`src/rtl/loader_pkg.sv`:
```
// loader_pkg: shared FSM state type, default widths and maximum program length
package loader_pkg;

    localparam int DEF_ADDR_W = 4;
    localparam int DEF_DATA_W = 32;
    localparam int MAX_LEN    = 16;

    typedef enum logic [1:0] {IDLE, COLLECT, WRITE, DONE} state_t;

endpackage

```
`src/rtl/program_loader_if.sv`:
```
// program_loader_if: load control, byte stream and instruction-memory bus
//   load_start/load_len   : load request and word count (1..MAX_LEN)
//   byte_in/valid/ready   : program byte stream handshake
//   mem_we/addr/data      : instruction-memory write port
//   cpu_hold/done/err     : CPU fetch hold, completion and rejection pulses
// slave is the loader side, master is the side driving the requests.
interface program_loader_if import loader_pkg::*; #(
    parameter int ADDR_W = DEF_ADDR_W,
    parameter int DATA_W = DEF_DATA_W
);
    logic              load_start;
    logic [ADDR_W:0]   load_len;
    logic [7:0]        byte_in;
    logic              byte_valid;
    logic              byte_ready;
    logic              mem_we;
    logic [ADDR_W-1:0] mem_addr;
    logic [DATA_W-1:0] mem_data;
    logic              cpu_hold;
    logic              load_done;
    logic              load_err;

    modport slave (
        input  load_start, load_len, byte_in, byte_valid,
        output byte_ready, mem_we, mem_addr, mem_data, cpu_hold, load_done, load_err
    );

    modport master (
        output load_start, load_len, byte_in, byte_valid,
        input  byte_ready, mem_we, mem_addr, mem_data, cpu_hold, load_done, load_err
    );
endinterface

```
`src/rtl/word_assembler.sv`:
```
// word_assembler: packs bytes big-endian into a word
//   clk, reset_n : clock, async active-low reset
//   clear        : zero the byte counter and packing register
//   shift_en     : a byte transfers on this edge
//   byte_in      : incoming byte
//   word         : packed word including the byte currently on byte_in
//   word_full    : the byte on byte_in completes the word this edge
module word_assembler #(
    parameter int DATA_W = 32
) (
    input  logic              clk,
    input  logic              reset_n,
    input  logic              clear,
    input  logic              shift_en,
    input  logic [7:0]        byte_in,
    output logic [DATA_W-1:0] word,
    output logic              word_full
);
    logic [1:0]        cnt;
    logic [DATA_W-9:0] sh;

    // The completed word is exposed combinationally so the FSM can register
    // it on the same edge as the 4th byte, giving one cycle to mem_we.
    assign word      = {sh, byte_in};
    assign word_full = shift_en && cnt == 2'd3;

    always_ff @(posedge clk or negedge reset_n) begin
        if (!reset_n) begin
            cnt <= '0;
            sh  <= '0;
        end else if (clear) begin
            cnt <= '0;
            sh  <= '0;
        end else if (shift_en) begin
            cnt <= cnt + 2'd1;
            sh  <= word[DATA_W-9:0];
        end
    end
endmodule

```
`src/rtl/program_loader.sv`:
```
// program_loader: streams program bytes into instruction memory while holding the CPU
//   clk, reset_n : clock, async active-low reset
//   bus          : program_loader_if slave (request, byte stream, memory port, status)
module program_loader import loader_pkg::*; #(
    parameter int ADDR_W = DEF_ADDR_W,
    parameter int DATA_W = DEF_DATA_W
) (
    input logic             clk,
    input logic             reset_n,
    program_loader_if.slave bus
);
    localparam logic [ADDR_W:0] LEN_MAX = (ADDR_W+1)'(MAX_LEN);

    state_t            state;
    logic [ADDR_W:0]   len_q;
    logic [ADDR_W:0]   wcnt;
    logic [DATA_W-1:0] word;
    logic              word_full;
    logic              len_ok;

    assign len_ok = bus.load_len != '0 && bus.load_len <= LEN_MAX;

    // The byte counter sits cleared throughout IDLE, so every load starts on a word boundary.
    word_assembler #(.DATA_W(DATA_W)) u_asm (
        .clk       (clk),
        .reset_n   (reset_n),
        .clear     (state == IDLE),
        .shift_en  (bus.byte_valid && bus.byte_ready),
        .byte_in   (bus.byte_in),
        .word      (word),
        .word_full (word_full)
    );

    always_ff @(posedge clk or negedge reset_n) begin
        if (!reset_n) begin
            state          <= IDLE;
            len_q          <= '0;
            wcnt           <= '0;
            bus.byte_ready <= 1'b0;
            bus.mem_we     <= 1'b0;
            bus.mem_addr   <= '0;
            bus.mem_data   <= '0;
            bus.cpu_hold   <= 1'b0;
            bus.load_done  <= 1'b0;
            bus.load_err   <= 1'b0;
        end else begin
            bus.mem_we    <= 1'b0;
            bus.load_done <= 1'b0;
            bus.load_err  <= 1'b0;
            case (state)
                IDLE: begin
                    // A request arriving while the error pulse is out is dropped.
                    if (bus.load_start && !bus.load_err) begin
                        if (len_ok) begin
                            len_q          <= bus.load_len;
                            wcnt           <= '0;
                            state          <= COLLECT;
                            bus.byte_ready <= 1'b1;
                            bus.cpu_hold   <= 1'b1;
                        end else begin
                            bus.load_err <= 1'b1;
                        end
                    end
                end
                COLLECT: begin
                    if (word_full) begin
                        state          <= WRITE;
                        bus.byte_ready <= 1'b0;
                        bus.mem_we     <= 1'b1;
                        bus.mem_addr   <= wcnt[ADDR_W-1:0];
                        bus.mem_data   <= word;
                    end
                end
                WRITE: begin
                    if (wcnt == len_q - 1'b1) begin
                        state         <= DONE;
                        bus.load_done <= 1'b1;
                    end else begin
                        wcnt           <= wcnt + 1'b1;
                        state          <= COLLECT;
                        bus.byte_ready <= 1'b1;
                    end
                end
                DONE: begin
                    state        <= IDLE;
                    bus.cpu_hold <= 1'b0;
                end
                default: state <= IDLE;
            endcase
        end
    end
endmodule

```
`src/flat_wrapper.sv`:
```
// flat-port wrapper written by rule: the top's interface ports become plain ports
module program_loader_flat import loader_pkg::*;
#(
    parameter int ADDR_W = DEF_ADDR_W,
    parameter int DATA_W = DEF_DATA_W
)
  (clk, reset_n, bus_load_start, bus_load_len, bus_byte_in, bus_byte_valid, bus_byte_ready, bus_mem_we, bus_mem_addr, bus_mem_data, bus_cpu_hold, bus_load_done, bus_load_err);
  program_loader_if #(.ADDR_W(ADDR_W), .DATA_W(DATA_W)) bus_i ();
  input logic clk;
  input logic reset_n;
  input wire logic [$bits(bus_i.load_start)-1:0] bus_load_start;
  input wire logic [$bits(bus_i.load_len)-1:0] bus_load_len;
  input wire logic [$bits(bus_i.byte_in)-1:0] bus_byte_in;
  input wire logic [$bits(bus_i.byte_valid)-1:0] bus_byte_valid;
  output wire logic [$bits(bus_i.byte_ready)-1:0] bus_byte_ready;
  output wire logic [$bits(bus_i.mem_we)-1:0] bus_mem_we;
  output wire logic [$bits(bus_i.mem_addr)-1:0] bus_mem_addr;
  output wire logic [$bits(bus_i.mem_data)-1:0] bus_mem_data;
  output wire logic [$bits(bus_i.cpu_hold)-1:0] bus_cpu_hold;
  output wire logic [$bits(bus_i.load_done)-1:0] bus_load_done;
  output wire logic [$bits(bus_i.load_err)-1:0] bus_load_err;
  assign bus_i.load_start = bus_load_start;
  assign bus_i.load_len = bus_load_len;
  assign bus_i.byte_in = bus_byte_in;
  assign bus_i.byte_valid = bus_byte_valid;
  assign bus_byte_ready = bus_i.byte_ready;
  assign bus_mem_we = bus_i.mem_we;
  assign bus_mem_addr = bus_i.mem_addr;
  assign bus_mem_data = bus_i.mem_data;
  assign bus_cpu_hold = bus_i.cpu_hold;
  assign bus_load_done = bus_i.load_done;
  assign bus_load_err = bus_i.load_err;
  program_loader #(.ADDR_W(ADDR_W), .DATA_W(DATA_W)) u_core (.clk(clk), .reset_n(reset_n), .bus(bus_i));
endmodule
```
`config.mk`:
```
export PLATFORM = sky130hd
export DESIGN_NAME = program_loader_flat
export DESIGN_NICKNAME = d
export VERILOG_FILES = /design/src/rtl/loader_pkg.sv /design/src/rtl/program_loader_if.sv /design/src/rtl/word_assembler.sv /design/src/rtl/program_loader.sv /design/src/flat_wrapper.sv
export SDC_FILE = /design/constraint.sdc
export NUM_CORES = 1
export LEC_CHECK = 0
export ABC_AREA = 1
export CAP_MARGIN = 20
export CORE_ASPECT_RATIO = 0.8
export CORE_MARGIN = 2
export CORE_UTILIZATION = 53
export DETAILED_ROUTE_END_ITERATION = 8
export HOLD_SLACK_MARGIN = 0.06
export PLACE_DENSITY = 0.8
export SYNTH_ARGS = -nofsm -noshare
export SYNTH_HDL_FRONTEND = slang
export SYNTH_SLANG_ARGS = --single-unit
```
`constraint.sdc`:
```
create_clock -name clk -period 1.66 [get_ports clk]
set_input_delay 0.332 -clock clk [delete_from_list [all_inputs] [get_ports clk]]
set_output_delay 0.332 -clock clk [all_outputs]
set_load 0.01 [all_outputs]
```
### Yosys cells after proc, flatten, opt, wreduce, memory -nomap -nowiden

Index checks and enable logic that the tools add are counted.

| storage, ports and cells | value |
|---|---|
| memory bits (read-only) | 0 |
| output and inout port bits | 41 |
| bits in latches | 0 |
| memories | 0 |
| bits in writable memories | 0 |
| register bits | 79 |

| operators by class | value |
|---|---|
| eq/ne operators | 9 |
| magnitude comparators | 1 |
| multiply operators | 0 |
| reductions and logical operators | 17 |
| bitwise operators | 0 |
| divide/modulo/power cells | 0 |
| add/subtract/negate cells | 3 |
| mux-type cells | 26 |
| shift-type cells | 0 |

Operator list:

| cell | count |
|---|---|
| $mux W24 | 2 |
| $mux W5 | 3 |
| $mux W2 | 6 |
| $mux W1 | 11 |
| $pmux W5 S2 | 1 |
| $reduce_and A3 Y1 | 3 |
| $pmux W2 S4 | 1 |
| $eq A2 B2 Y1 const B | 3 |
| $reduce_bool A2 Y1 | 3 |
| $add A5 B1 Y5 const B | 1 |
| $eq A5 B5 Y1 | 1 |
| $le A5 B5 Y1 const B | 1 |
| $reduce_and A5 Y1 | 1 |
| $reduce_bool A5 Y1 | 1 |
| $sub A5 B1 Y5 const B | 1 |
| $logic_and A1 B1 Y1 | 4 |
| $ne A2 B1 Y1 const B | 2 |
| $ne A2 B2 Y1 const B | 2 |
| $reduce_and A4 Y1 | 1 |
| $pmux W1 S3 | 1 |
| $reduce_bool A3 Y1 | 1 |
| $add A2 B1 Y2 const B | 1 |
| $eq A2 B1 Y1 const B | 1 |
| $logic_not A2 Y1 | 1 |
| 3 further kinds | 3 |

### Depth between registers and ports, before layout

Gate-level depths: netlist (run 1).

| logic depth | value |
|---|---|
| word-level depth | 5 |
| gate-level depth with buffers | 13 |
| mapped depth without buffers | 13 |

### Modules after synthesis

Synthesis (run 1) repeated with hierarchy kept, for this count alone.

| unflattened totals | value |
|---|---|
| cell total of the unflattened synthesis | 411 |
| area total of the unflattened synthesis | 3,631.0 um2 |

Modules (own cells, without submodules):

| module | instances | cells each | seq. area each (um2) | area an instance (um2) |
|---|---|---|---|---|
| program_loader | 1 | 286 | 1,326.3 | 2,366.0 |
| word_assembler | 1 | 125 | 650.6 | 1,265.0 |

### Worst setup path after synthesis (run 1)

OpenSTA, ideal clock, no wires.

| path | value |
|---|---|
| path type | register to register |
| from | register u_core.len_q[0] |
| to | register u_core.wcnt[1] |
| library setup time | 0.117 ns |
| path buffers | 0 |
| arrival time | 1.292 ns |
| stages on the path, launching flop included | 11 |
| data required time | 1.543 ns |
| setup slack | 0.252 ns |
| cell sequence | dfrtp_1 -> inv_1 -> ha_1 -> nor2_1 -> nor2_2 -> nand3_1 -> nor2_2 -> nand2_2 -> nand2_4 -> nand2_1 -> nand2_1 |

| on the way | value |
|---|---|
| cells in the longest elaborated chain, start to end | 4 |

RTL lines:

| what | RTL line | source |
|---|---|---|
| start: declaration | program_loader.sv:15 | `logic [ADDR_W:0] len_q;` |
| start signal: assignment | program_loader.sv:55 | `len_q <= bus.load_len;` |
| $sub A5 B1 Y5 | program_loader.sv:75 | `if (wcnt == len_q - 1'b1) begin` |
| $eq A5 B5 Y1 | program_loader.sv:75 |  |
| $ne A2 B2 Y1 (no line) | n/a |  |
| $reduce_and A4 Y1 (no line) | n/a |  |
| end signal: assignment | program_loader.sv:79 | `wcnt <= wcnt + 1'b1;` |
| end: declaration | program_loader.sv:16 | `logic [ADDR_W:0] wcnt;` |

Every way passes these cells.
A chain may end at the register's enable or synchronous reset.

### Worst setup path after layout (run 1)

| path | value |
|---|---|
| from | register u_core.bus.mem_addr[0] |
| to | output bus_mem_addr[0] |

RTL lines:

| what | RTL line | source |
|---|---|---|
| start: declaration | program_loader_if.sv:25 | `output byte_ready, mem_we, mem_addr, mem_data, cpu_hold, load_done, load_err` |
| start signal: assignment | program_loader.sv:70 | `bus.mem_addr <= wcnt[ADDR_W-1:0];` |
| end: declaration | flat_wrapper.sv:17 | `output wire logic [$bits(bus_i.mem_addr)-1:0] bus_mem_addr;` |

No word-level cell between the ends.

==> results.py, run 1 <==
metrics = {
    "drt": {
        "first_pass_iters": 4,
        "antenna_left": 0,
        "wire_per_inst_um": 13.6,
        "via_count": 2548,
        "wl_um": 6930,
        "drc_errors": 0,
        "vias_per_cell": 4.99,
        "drt_iter0_drc": 225,
    },
    "synth": {
        "synth-seq-cells": 79,
        "avgSynthCellArea_um2": 9.75,
        "synthCells": 352,
        "synth_area_um2": 3430,
        "yosys_warnings": 0,
        "synthDistinctLibCells": 24,
        "synth_nets": 372,
        "ys_seq_area_frac": 0.576,
    },
    "floorplanning": {
        "die_area_um2": 7140,
        "rows": 26,
        "core_area_um2": 6310,
        "initial_utilization": 0.544,
        "fp.dieH_um": 76.0,
        "dieWidth_um": 94.0,
        "ioPinCount": 58,
    },
    "place": {
        "dp_hpwl_um": 4670,
        "gp_congestion": 0.848,
        "dp_slack_ps": -87.5,
        "portBuffers": 57,
    },
    "run_status": {
        "status": "finished, final reports clean",
    },
    "sta": {
        "min_period_ps": 1590,
        "setup_viol": 0,
        "rsz0062_at_grt": "false",
        "slew-limit-headroom": 0.723,
        "slew_violations": 0,
        "worst_slack_ps": 65.1,
        "min_period_over_period": 0.961,
        "max_slew.worst_pin.slew_ps": 416,
        "hold_slack_ps": 477,
        "fmax_ghz": 0.627,
        "finalHoldViolCount": 0,
        "clock_skew_ps": 8.14,
    },
    "critical_path": {
        "cpLargestDelayFamily": "buffers and inverters",
        "crit_path_cell_trace": "clkdlybuf4s50_1",
        "cpPeakStageDelay_ps": 540,
        "cp-start-kind": "register",
        "end_kind": "output port",
        "crit_path_top_delay_cell": "clkdlybuf4s50_1",
        "path_max_fanout": 2,
        "crit_type": "reg -> out",
        "crit_required_ps": 1330,
        "arrival_ps": 1260,
        "r2r_cells": 9,
        "cp.depth": 1,
        "critPathBufInv": 1,
    },
    "flow_run": {
        "drv_cap": 0,
    },
    "global_routing": {
        "met2_usage": 0.314,
        "grt_busiest_layer": "met2",
        "overflow": 0,
        "grt_start_max_net_pins": 80,
        "antenna_found_initial": 0,
        "grt_first_pass_wirelength_um": 11700,
        "met3_usage": 0.0537,
        "use_met1": 0.303,
        "grt_use_total": 0.212,
        "grt_pass1_vias": 2462,
    },
    "cts": {
        "cts_made_buffers": 9,
        "clock_path_buffers": 2,
        "insertion_delay_ps": 350,
        "numClockSinks": 79,
        "cts_tree": "done",
        "cts_root_buf": "clkbuf_8",
        "htreeDepth": 3,
        "path_clk_slew_ps": 80,
    },
    "power_and_ir_drop": {
        "power.leakage_nw": 2.11,
        "ir_worst_vdd_mv": 0.825,
        "power_density_nw_per_um2": 1530,
        "total_power_w": 0.00675,
    },
    "cells_and_area": {
        "regArea_um2": 1980,
        "multiInputGateArea_um2": 1150,
        "layout_common_cells": "88 x nand2_1, 79 x dfrtp_1, 54 x clkdlybuf4s50_1, 49 x inv_1, 35 x o21ai_2",
        "drive_above_1_share": 0.190,
        "antenna_cells": 0,
        "syn_to_final_growth_pct": 28.2,
        "nets": 442,
        "final_common_cell": "nand2_1",
        "fill_cells": 472,
    },
    "hold_path": {
        "whs_path_depth": 2,
        "hold_path.class": "reg -> reg",
    },
}
power by group:
part | leakage, nW | switching, W | internal [W]
logic | 0.949 | 0.00139 | 0.00112
clock network | 0.105 | 0.000673 | 0.000774
registers | 1.06 | 0.000309 | 0.00248
total | 2.11 | 0.00238 | 0.00437
path summary, 6_finish.rpt:
kind / start / end / slack (ps)
hold reg to reg: u_core.bus.mem_addr[1]$_DFFE_PN0P_ / u_core.bus.mem_addr[1]$_DFFE_PN0P_ / 480
min in group asynchronous: reset_n / u_core.u_asm.sh[2]$_DFFE_PN0P_ / 520
hold / removal: u_core.bus.mem_addr[1]$_DFFE_PN0P_ / u_core.bus.mem_addr[1]$_DFFE_PN0P_ / 480
setup reg to reg: u_core.len_q[0]$_DFFE_PN0P_ / u_core.bus.byte_ready$_DFFE_PN0P_ / 130
setup / recovery: u_core.bus.mem_addr[0]$_DFFE_PN0P_ / bus_mem_addr[0] / 70
max in group asynchronous: reset_n / u_core.bus.mem_data[25]$_DFFE_PN0P_ / 800
repair_timing:
item                                    CTS  global route
setup buffers                             0             3
endpoints found under the setup margin    0             9
endpoints found under the hold margin    79             0
resized for setup                         0             7
hold buffers                              1             0
flip-flops by register name, indices dropped and copies added, names as in the netlist:
name and cells:
u_core.bus.mem_data 32, u_core.wcnt 5, u_core.state 2, u_core.bus.load_err 1, u_core.bus.load_done 1, u_core.bus.mem_addr 4
u_core.len_q 5, u_core.bus.cpu_hold 1, u_core.u_asm.sh 24, u_core.bus.mem_we 1, u_core.u_asm.cnt 2, u_core.bus.byte_ready 1
layer usage:
layer / wire length [µm] / share of wire
met1: 3250 / 0.47
met2: 3260 / 0.47
met5: 0 / 0
met4: 126 / 0.018
met3: 289 / 0.042
per-stage QoR:
stage / cells / util / setup TNS (ps) / cell area (µm²)
after floorplan: 352 / - / 0 / 3430
after global placement: 491 / 0.655 / -98.7 / 4140
after detailed placement: 491 / 0.655 / -452 / 4140
after CTS: 508 / 0.690 / 0 / 4350
after global routing: 511 / 0.697 / 0 / 4400
final: 511 / 0.697 / 0 / 4400
logic make-up after synthesis:
family,after synthesis,synth area share
buffers and inverters,66,0.0945
flip-flops,79,0.576
adder cells (fa/ha/maj),3,0.0109
AO/OA/AOI/OAI,69,0.148
AND/OR/NAND/NOR,133,0.165
XOR/XNOR,2,0.00511
area by class of cell:
type                    count  share of cell area
flip-flops and latches     79               0.450
inverters                  54              0.0467
repair buffers             71               0.172
well taps                  84              0.0239
multi-input cells         207               0.261
clock buffers              11              0.0344
clock inverters             5              0.0128
cell usage after synthesis, drive strengths merged:
master | instances | share of area
o21ai | 38 | 0.094
xor2 | 2 | 0.0051
ha | 3 | 0.011
a21oi | 6 | 0.0088
nand3 | 15 | 0.022
buf | 12 | 0.035
nand2 | 92 | 0.11
a22oi | 1 | 0.0022
o22ai | 24 | 0.044
nor2 | 23 | 0.032
nor3 | 1 | 0.0015
inv | 54 | 0.060
dfrtp | 79 | 0.58
nand4 | 1 | 0.0018
nor3b | 1 | 0.0022
No activity file was read; power rests on OpenSTA's default activity.
==> run 2: changes to the inputs <==
ABC_AREA = not set   (was 1)
CORE_UTILIZATION = 52   (was 53)
PLACE_DENSITY = 0.79   (was 0.8)
SETUP_SLACK_MARGIN = 0.3   (was not set)
==> run 2 against run 1 <==
The flow now finishes with violations (negative setup slack). Clock-buffer cell count is 2 lower. Die area is 2.9% lower. Sequential share of layout area down 4.0 points. Power is 11% higher. Cell count is 7.2% lower. Sequential power grew 11%. Fmax down 21%. Area after synthesis is 4.9% lower. Utilization up 11 points. Register-to-register slack worse by 500 ps. Hold slack lost 230 ps. Critical path type is now reg -> reg.
==> results.py, run 2 <==
metrics = {
    "cts": {
        "cts_made_buffers": 9,
        "htreeDepth": 3,
        "clock_path_buffers": 2,
        "numClockSinks": 79,
        "insertion_delay_ps": 370,
        "cts_tree": "done",
        "cts_root_buf": "clkbuf_8",
        "path_clk_slew_ps": 90,
    },
    "drt": {
        "antenna_left": 0,
        "drc_errors": 0,
        "wl_met1_um": 3970,
        "via_count": 2686,
        "drt_iter0_drc": 206,
        "wl_um": 9390,
        "wl_met2_um": 4690,
        "top_layer_used": "met4",
        "first_pass_iters": 4,
        "vias_per_cell": 5.67,
        "wire_per_inst_um": 19.8,
        "dr_wl_met3_um": 547,
    },
    "sta": {
        "hold_slack_ps": 248,
        "worst_slack_ps": -369,
        "max_slew.worst_pin.slew_ps": 318,
        "min_period_over_period": 1.22,
        "tns_ps": -2540,
        "fmax_ghz": 0.493,
        "clock_skew_ps": 13.7,
        "slew-limit-headroom": 0.785,
        "min_period_ps": 2030,
        "setup_viol": 27,
        "slew_violations": 0,
        "rsz0062_at_grt": "true",
        "finalHoldViolCount": 0,
    },
    "cells_and_area": {
        "largest_reg_flops": 32,
        "nets": 408,
        "top_regs": "u_core.bus.mem_data (32), u_core.u_asm.sh (24)",
        "layout_common_cells": "79 x dfrtp_1, 52 x nand2_1, 41 x buf_4, 40 x mux2_4, 27 x clkbuf_2",
        "largest_register": "u_core.bus.mem_data",
        "drive_above_1_share": 0.450,
        "syn_to_final_growth_pct": 48.1,
        "final_common_cell": "dfrtp_1",
        "antenna_cells": 0,
    },
    "synth": {
        "synthDistinctLibCells": 40,
        "ys_top_cells_by_count": "79 x dfrtp_1, 55 x nand2_1, 27 x a21oi_1",
        "synthCells": 273,
        "async_flop_share": 1.00,
        "synth_top_area_share": 0.606,
        "synth_fa_ha_area_frac": 0.0115,
        "synth_nets": 293,
        "synth_compound_area_frac": 0.0717,
        "synth_top_family_by_area": "multiplexers",
        "synth_edf_count": 0,
        "synth-seq-cells": 79,
        "synth_xor_area_frac": 0.0188,
        "synth_area_um2": 3260,
        "synth.largest_area_cell": "dfrtp_1",
        "yosys_warnings": 0,
        "ys.flop_type": "dfrtp_1",
        "avgSynthCellArea_um2": 12.0,
        "synth-simple-area-share": 0.114,
        "ys_seq_area_frac": 0.606,
        "synth_area_leaders": "dfrtp_1 61%, mux2_1 8.6%, nand2_1 6.3%, mux2_2 5.5%, a21oi_1 4.1%",
        "synth_mux_area_frac": 0.141,
        "synth_most_common_cell": "dfrtp_1",
    },
    "critical_path": {
        "arrival_ps": 2310,
        "path_max_fanout": 7,
        "end_kind": "register",
        "cp-start-kind": "register",
        "r2r_start": "u_core.len_q[0]$_DFFE_PN0P_",
        "crit_type": "reg -> reg",
        "startpoint": "u_core.len_q[0]$_DFFE_PN0P_",
        "crit_required_ps": 1940,
    },
    "hold_path": {
        "hold_path.class": "in -> reg",
        "hp-start": "bus_load_len[3]",
    },
    "floorplanning": {
        "rows": 25,
        "fp.dieH_um": 74.9,
        "ioPinCount": 58,
        "initial_utilization": 0.546,
        "die_area_um2": 6930,
        "dieWidth_um": 92.6,
        "core_area_um2": 5970,
    },
    "global_routing": {
        "grt_first_pass_wirelength_um": 14000,
        "overflow": 0,
        "antenna_found_initial": 0,
        "grt_use_total": 0.275,
        "grt_start_max_net_pins": 32,
        "grt_pass1_vias": 2705,
    },
    "power_and_ir_drop": {
        "ir_worst_vdd_mv": 0.987,
        "power_density_nw_per_um2": 1550,
        "power.leakage_nw": 2.35,
    },
    "place": {
        "gp_congestion": 0.887,
        "dp_hpwl_um": 5080,
        "portBuffers": 57,
    },
    "flow_run": {
        "drv_cap": 0,
    },
    "run_status": {
        "status": "finished with violations",
        "violations": "negative setup slack",
    },
}
[run 2: changes by cell type in the layout (fill, tap and decap cells not counted), sizes merged, moves of 4 or more]
cell	before	now
buf	14	66
inv	54	7
clkdlybuf4s50	54	9
mux2	0	41
nand2	92	55
o21ai	38	2
clkbuf	11	36
o22ai	24	0
a21oi	6	27
nor2	23	7
clkdlybuf4s15	0	13
nand3	15	6
xnor2	0	4
[run 2: through the flow]
| step | instance area [µm²] | std cells | util | worst slack, ps | power [W] |
|---|---|---|---|---|---|
| after CTS | 4840 | 468 | 0.809 | -271 | 0.00728 |
| after floorplan | 3430 | 273 | - | -148 | 0.00448 |
| after global placement | 4250 | 427 | 0.712 | -473 | 0.00566 |
| after detailed placement | 4250 | 427 | 0.712 | -535 | 0.00578 |
| final | 4830 | 474 | 0.809 | -369 | 0.00750 |
| after global routing | 4830 | 474 | 0.809 | -439 | 0.00787 |
[run 2: area by class of cell]
class | count | area (µm²)
multi-input combinational | 174 | 1470
clock inverter | 7 | 57.6
fill | 317 | 1140
timing repair buffer | 119 | 1080
clock buffer | 9 | 124
sequential | 79 | 1980
tap | 81 | 101
inverter | 5 | 18.8
[run 2: cells by family (layout without fill, tap and decap cells)]
kind of cell	Yosys count	count (layout)
compound gates	39	39
xor+xnor	7	7
fa+ha+maj	3	3
buf+inv	20	140
flops	79	79
mux	41	41
simple gates	84	84
[run 2: what timing repair did]
action | CTS | global route
hold buffers | 1 | 0
gates resized for setup | 121 | 58
endpoints found under the hold margin | 16 | 0
cloned | 4 | 0
setup buffers | 20 | 6
endpoints found under the setup margin | 92 | 85
pin swaps | 10 | 11
[run 2: worst paths after layout]
check	slack [ps]	to	depth (start not counted)
setup / recovery	-370	u_core.wcnt[4]$_DFFE_PN0P_	9
setup reg to reg	-370	u_core.wcnt[4]$_DFFE_PN0P_	9
hold / removal	250	u_core.len_q[3]$_DFFE_PN0P_	2
hold reg to reg	520	u_core.bus.mem_addr[2]$_DFFE_PN0P_	1
min in group asynchronous	380	u_core.len_q[3]$_DFFE_PN0P_	2
max in group asynchronous	750	u_core.bus.mem_data[25]$_DFFE_PN0P_	3
[run 2: critical path: stages (launching register included)]
cell and delay [ps]:
dfrtp_1 370, inv_2 50, ha_4 170, nand2b_4 140
a21oi_2 120, a311o_1 150, a211oi_2 70, buf_4 170
or4_1 510, a21boi_1 170
[run 2: report_power, final]
part / switching (W) / internal, W
clock: 0.000782 / 0.000560
combinational: 0.00137 / 0.00169
sequential: 0.000524 / 0.00257
total: 0.00268 / 0.00482
[run 2: metal layers]
| layer | vias up | track usage |
|---|---|---|
| met1 | 1387 | 0.352 |
| li1 | 1160 | - |
| met2 | 118 | 0.460 |
| met4 | 0 | 0.0862 |
| met3 | 21 | 0.0851 |
| met5 | - | 0 |
